$ cat src/rtl/imem_load_ctrl.sv
// Instruction-RAM front end: passes CPU fetches through, or holds the CPU while a
// little-endian byte stream is packed into 32-bit words and written to the RAM.
module imem_load_ctrl #(
    parameter int ADDR_WIDTH  = 32,
    parameter int INSTR_WIDTH = 32,
    parameter int DEPTH_LOG2  = 8
) (
    input  logic                    clk,
    input  logic                    rst_n,
    input  logic [ADDR_WIDTH-1:0]   pc,
    output logic [INSTR_WIDTH-1:0]  instr,
    output logic                    cpu_hold,
    input  logic                    load_start,
    input  logic [DEPTH_LOG2:0]     load_len,
    input  logic                    load_abort,
    input  logic                    byte_valid,
    input  logic [7:0]              byte_data,
    output logic                    byte_ready,
    output logic [DEPTH_LOG2-1:0]   mem_raddr,
    input  logic [INSTR_WIDTH-1:0]  mem_rdata,
    output logic                    mem_we,
    output logic [DEPTH_LOG2-1:0]   mem_waddr,
    output logic [INSTR_WIDTH-1:0]  mem_wdata,
    output logic                    load_done,
    output logic                    load_err
);

    typedef enum logic [1:0] {
        ST_RUN   = 2'd0,
        ST_LOAD  = 2'd1,
        ST_FLUSH = 2'd2
    } state_t;

    localparam logic [DEPTH_LOG2:0]    MAX_LEN = {1'b1, {DEPTH_LOG2{1'b0}}};
    localparam logic [INSTR_WIDTH-1:0] NOP     = INSTR_WIDTH'(32'h0000_0013);

    state_t                   r_state;
    state_t                   w_state_next;
    logic [DEPTH_LOG2:0]      r_len;
    logic [DEPTH_LOG2:0]      r_ptr;
    logic [1:0]               r_cnt;
    logic [7:0]               r_bytes [3];
    logic                     r_mem_we;
    logic [DEPTH_LOG2-1:0]    r_mem_waddr;
    logic [INSTR_WIDTH-1:0]   r_mem_wdata;
    logic                     r_load_err;

    logic w_in_load;
    logic w_last_write;
    logic w_accept;
    logic w_word_done;
    logic w_start_ok;
    logic w_start_bad;
    logic w_unused;

    // PC bits outside the word index are intentionally ignored.
    assign w_unused  = ^{pc[ADDR_WIDTH-1:DEPTH_LOG2+2], pc[1:0]};
    assign mem_raddr = pc[DEPTH_LOG2+1:2];
    assign instr     = cpu_hold ? NOP : mem_rdata;
    assign mem_we    = r_mem_we;
    assign mem_waddr = r_mem_waddr;
    assign mem_wdata = r_mem_wdata;
    assign load_err  = r_load_err;

    assign w_in_load    = (r_state == ST_LOAD);
    // r_ptr already counts the word being written, so equality means final word.
    assign w_last_write = w_in_load && r_mem_we && (r_ptr == r_len);
    assign w_accept     = byte_ready && byte_valid && !load_abort;
    assign w_word_done  = w_accept && (r_cnt == 2'd3);
    assign w_start_ok   = (r_state == ST_RUN) && load_start && (load_len <= MAX_LEN);
    assign w_start_bad  = (r_state == ST_RUN) && load_start && (load_len > MAX_LEN);

    always_ff @(posedge clk or negedge rst_n) begin
        if (!rst_n) begin
            r_state <= ST_RUN;
        end else begin
            r_state <= w_state_next;
        end
    end

    always_comb begin
        w_state_next = r_state;
        cpu_hold     = 1'b0;
        byte_ready   = 1'b0;
        load_done    = 1'b0;
        case (r_state)
            ST_RUN: begin
                if (w_start_ok) begin
                    w_state_next = (load_len == '0) ? ST_FLUSH : ST_LOAD;
                end
            end
            ST_LOAD: begin
                cpu_hold   = 1'b1;
                byte_ready = !w_last_write;
                if (load_abort) begin
                    w_state_next = ST_RUN;
                end else if (w_last_write) begin
                    w_state_next = ST_FLUSH;
                end
            end
            ST_FLUSH: begin
                cpu_hold     = 1'b1;
                load_done    = 1'b1;
                w_state_next = ST_RUN;
            end
            default: w_state_next = ST_RUN;
        endcase
    end

    always_ff @(posedge clk or negedge rst_n) begin
        if (!rst_n) begin
            r_len       <= '0;
            r_ptr       <= '0;
            r_cnt       <= '0;
            r_mem_we    <= 1'b0;
            r_mem_waddr <= '0;
            r_mem_wdata <= '0;
            r_load_err  <= 1'b0;
            for (int b = 0; b < 3; b++) begin
                r_bytes[b] <= '0;
            end
        end else begin
            r_mem_we   <= w_word_done;
            r_load_err <= w_start_bad || (w_in_load && load_abort);
            if (w_start_ok) begin
                r_len <= load_len;
                r_ptr <= '0;
                r_cnt <= '0;
            end
            if (w_in_load && load_abort) begin
                r_cnt <= '0;
            end else if (w_accept) begin
                r_cnt <= r_cnt + 2'd1;
                for (int b = 0; b < 3; b++) begin
                    if (r_cnt == 2'(b)) begin
                        r_bytes[b] <= byte_data;
                    end
                end
            end
            if (w_word_done) begin
                r_mem_waddr <= r_ptr[DEPTH_LOG2-1:0];
                r_mem_wdata <= INSTR_WIDTH'({byte_data, r_bytes[2], r_bytes[1], r_bytes[0]});
                r_ptr       <= r_ptr + 1'b1;
            end
        end
    end

endmodule

$ cat config.mk
export PLATFORM = sky130hd
export DESIGN_NAME = imem_load_ctrl
export DESIGN_NICKNAME = d
export VERILOG_FILES = /design/src/rtl/imem_load_ctrl.sv
export SDC_FILE = /design/constraint.sdc
export NUM_CORES = 1
export LEC_CHECK = 0
export ABC_CLOCK_PERIOD_IN_PS = 6300
export CAP_MARGIN = 5
export CORE_ASPECT_RATIO = 1.4
export CORE_UTILIZATION = 47
export CTS_CLUSTER_DIAMETER = 150
export DETAILED_ROUTE_END_ITERATION = 10
export GPL_TIMING_DRIVEN = 1
export PLACE_DENSITY_LB_ADDON = 0.05
export SLEW_MARGIN = 15
export SYNTH_ARGS = -nofsm -noshare
export SYNTH_HDL_FRONTEND = slang
export SYNTH_SLANG_ARGS = --single-unit
$ cat constraint.sdc
create_clock -name clk -period 6.3 [get_ports clk]
set_clock_uncertainty 0.15 [all_clocks]
set_input_delay 1.26 -clock clk [delete_from_list [all_inputs] [get_ports clk]]
set_output_delay 1.26 -clock clk [all_outputs]
set_load 0.005 [all_outputs]
======== Yosys cells after proc, flatten, opt, wreduce, memory -nomap -nowiden ========
Index checks and enable logic that the tools add are counted.
cells by class
  $add $sub $neg .......................... 2
  order comparisons ....................... 2
  equality and inequality tests ........... 8
  muxes and demuxes ....................... 14
  bitwise operators ....................... 1
  reduce and logical (&&, ||, !) cells .... 22
operators with widths
  kind                                                   count
  two-way mux 32 bit                                     1
  two-way mux 9 bit                                      2
  two-way mux 2 bit                                      7
  adder 9 x 1 -> 9 bit, second input constant            1
  equality test 9 bit                                    1
  > comparator 9 bit, second input constant              1
  <= comparator 9 bit, second input constant             1
  logical AND 1 bit                                      9
  logical NOT 9 bit                                      1
  AND reduction 3 bit                                    3
  equality test 2 bit, second input constant             3
  equality test 2 x 1 -> 1 bit, second input constant    2
  logical NOT 2 bit                                      2
  one-hot mux 2 bit (2 select lines)                     1
  two-way mux 1 bit                                      3
  inequality test 3 x 2 -> 1 bit, second input constant  1
  nonzero test 3 bit                                     1
  adder 2 x 1 -> 2 bit, second input constant            1
  logical NOT 1 bit                                      2
  inequality test 2 bit, second input constant           1
  AND reduction 2 bit                                    1
  nonzero test 2 bit                                     1
  OR reduction 2 bit                                     1
  logical OR 1 bit                                       1
  NOT 1 bit                                              1
word-level totals
  register bits ........................... 88
  input bits .............................. 86
  word-level logic and storage cells ...... 60

======== Depth between registers and ports, before layout ========
  word-level depth ........................ 9
  gate-level depth with buffers ........... 8
  mapped depth without buffers ............ 7

======== Worst setup path after synthesis ========
No wires, ideal clock.
  path kind ............................... in2out
  from .................................... in mem_rdata[0]
  to ...................................... out instr[0]
  data arrival time ....................... 1.527 ns
  required time ........................... 4.890 ns
  path slack .............................. 3.363 ns
  stages .................................. 1
  path buffers ............................ 0
  cell sequence ........................... or2_2
on the way
  word-level cells in the longest chain between the ends .. 1
ends and longest elaborated chain
  element             line  text
  from (decl)         20    input logic [INSTR_WIDTH-1:0] mem_rdata,
  two-way mux 32 bit  59    assign instr = cpu_hold ? NOP : mem_rdata;
  to (decl)           11    output logic [INSTR_WIDTH-1:0] instr,
No other way between the ends.

======== Worst setup path in the final report ========
  from .................................... reg r_state[1]
  to ...................................... out instr[4]
on the way
  word-level cells in the longest chain between the ends .. 4
  elaborated cells between the ends (all ways) .. 5
  those cells by class .................... eq/ne: 2; mux: 2; reduce/logical: 1
ends and longest elaborated chain
  element                                                                     line  text
  from (decl)                                                                 37    state_t r_state;
  from (signal assigned)                                                      77    r_state <= w_state_next;
  equality test 2 x 1 -> 1 bit / equality test 2 bit (equally long branches)  86    case (r_state)
  OR reduction 2 bit (no source line) *                                       --
  two-way mux 1 bit *                                                         86
  two-way mux 32 bit *                                                        59
Every way passes the cells marked *; elsewhere a longest branch is shown, timed or not.

==> qor.yml <==
status: "finished, final reports clean"
htree_levels: 3
power_mw: 1.90
antenna_found_initial: 0
drt_wl_total_mm: 8.47
cts_resized: 0
hold_buffers: 0
cts_tree: "built"
ys_ff_latch: 88
grt_pass1_wl_mm: 13.7
mostFrequentLayoutCell: "clkdlybuf4s50_1"
gp_congestion: 0.735
fin_tns_setup_ps: 0
port-buffer-count: 130
power_density_nw_per_um2: 328
hold_class: "register to register"
syn_area_um2: 4220
start_kind: "register"
avgSynthCellArea_um2: 13.4
grt_pass1_vias: 2766
cts.clk_slew.worst_paths_ps: 60
synth_edf_count: 0
viasPerCell: 5.11
yosysWarnings: 0
drive_gt1_share_pct: 21.0
final_area_um2: 5790
drt-initial-drc-count: 61
max_clock_freq_ghz: 0.262
layout_min_cycle_time_ps: 3820
yosysSeqAreaShare_pct: 52.1
synth.distinct_cells: 44
clock-sinks: 88
relSlewSlack_pct: 39.6
placed_cell_area_um2: 5490
ios: 171
setup_viol: 0
core_um2: 8660
cts-root-buf: "clkbuf_16"
cts_buffer_depth: 2
overflow: 0
via_count: 2779
syn_nets: 409
finalHoldViolCount: 0
ys.flop_type: "dfrtp_1"
initial_utilization_pct: 48.8
dpl.hpwl_mm: 6.12
track_usage_pct: 19.6
worst_setup_path_end_kind: "output port"
worst_pin_slew_ps: 906
synthCells: 315
async_reset_ff_share_pct: 100
grt_max_degree: 65
layout_common_cells: "clkdlybuf4s50_1, dfrtp_1, mux2_2"
post-place-ws_ps: 2500
area_delta_synth_final_pct: 37.2
vdd_ir_drop_max_uv: 214
crit_required_ps: 4890
criticalPathCategory: "register to output port"
numCtsBuffers: 9
antenna_cells: 0
drtPass1Iterations: 4
arrival_ps: 2410
crit_path_max_fanout: 33
p_leak_nw: 2.75
nNetsFinal: 528
drv_slew: 0
post_cts_buffers: 0
drcViolationCount: 0
rows: 40
fin_ws_ps: 2480
maxCapViolations: 0
drtAntennaViolNets: 0
rsz0062_at_grt: "false"
clk_latency_ps: 340
die_w_um: 82.1
finalCritPeriodShare_pct: 60.7
dieArea_um2: 9380
dieHeight_um: 114
routedWlPerCell_um: 15.6
## logic make-up after synthesis
family | synth area share, %
buffers and inverters | 4.80
and+or+nand+nor | 11.1
AOI/OAI and AO/OA | 5.48
xor gates and xnor gates | 2.28
adders and majority gates | 2.37
DFF | 52.1
muxes | 21.8
## critical path, cell delays in order (launching register included)
cell and delay [ps]:
dfrtp_1 380, inv_1 70, ha_1 880, or2_2 240, clkdlybuf4s50_1 500
## synthesized netlist by cell type (3+ instances only)
library cell	number	area, µm²
nor2_1	9	33.8
ha_1	8	100
a21o_1	4	30.0
nand2_1	10	37.5
and3_1	5	31.3
mux2_4	24	360
buf_2	3	15.0
buf_6	7	78.8
nand3_1	6	30.0
dfrtp_1	88	2200
o2111a_1	4	45.0
xor2_1	9	78.8
buf_4	8	60.1
and2_1	4	25.0
clkbuf_1	4	15.0
nor2b_1	31	194
or2_2	4	25.0
mux2_1	10	113
mux2_2	38	428
inv_1	8	30.0
## cell type report
cell class	instances	area, µm²
Tap cell	105	131
Inverter	8	30.0
Timing Repair Buffer	131	1310
Sequential cell	88	2200
Clock buffer	10	239
Fill cell	667	2860
Clock inverter	6	66.3
Multi-Input combinational cell	196	1820
## state kept, by name, indices dropped and copies added, names as in the netlist
name       flops
load_err       1
mem_waddr      8
mem_wdata     32
mem_we         1
r_bytes       24
r_cnt          2
r_len          9
r_ptr          9
r_state        2
## metal layers
layer	wire [µm]	vias up	global-route usage, %
li1	-	1322	-
met1	3510	1366	23.5
met2	4470	80	33.3
met3	375	11	4.70
met4	111	0	7.49
met5	0	-	0
## worst paths after layout
check	start	end	slack, ps	cells past startpoint
hold / removal	mem_waddr[7]	mem_waddr[7]	350	1
min in group asynchronous	rst_n	mem_wdata[31]	660	1
max in group asynchronous	rst_n	mem_waddr[5]	4250	2
hold reg to reg	mem_waddr[7]	mem_waddr[7]	350	1
setup reg to reg	r_state[1]	mem_waddr[7]	3590	6
setup / recovery	r_state[1]	instr[4]	2480	4
## through the flow
step	std cells	util [%]	hold slack, ps
2_1_floorplan	315	-	328
3_3_place_gp	528	63.4	326
3_5_place_dp	528	63.4	330
4_1_cts	544	66.9	355
5_1_grt	544	66.9	367
6_report	544	66.9	348
## report_power, final
group	total, mW	switching [mW]	internal [mW]
clock	0.539	0.220	0.319
sequential	0.722	0.0596	0.662
combinational	0.641	0.249	0.392
total	1.90	0.528	1.37
(Power assumes the default switching activity.)
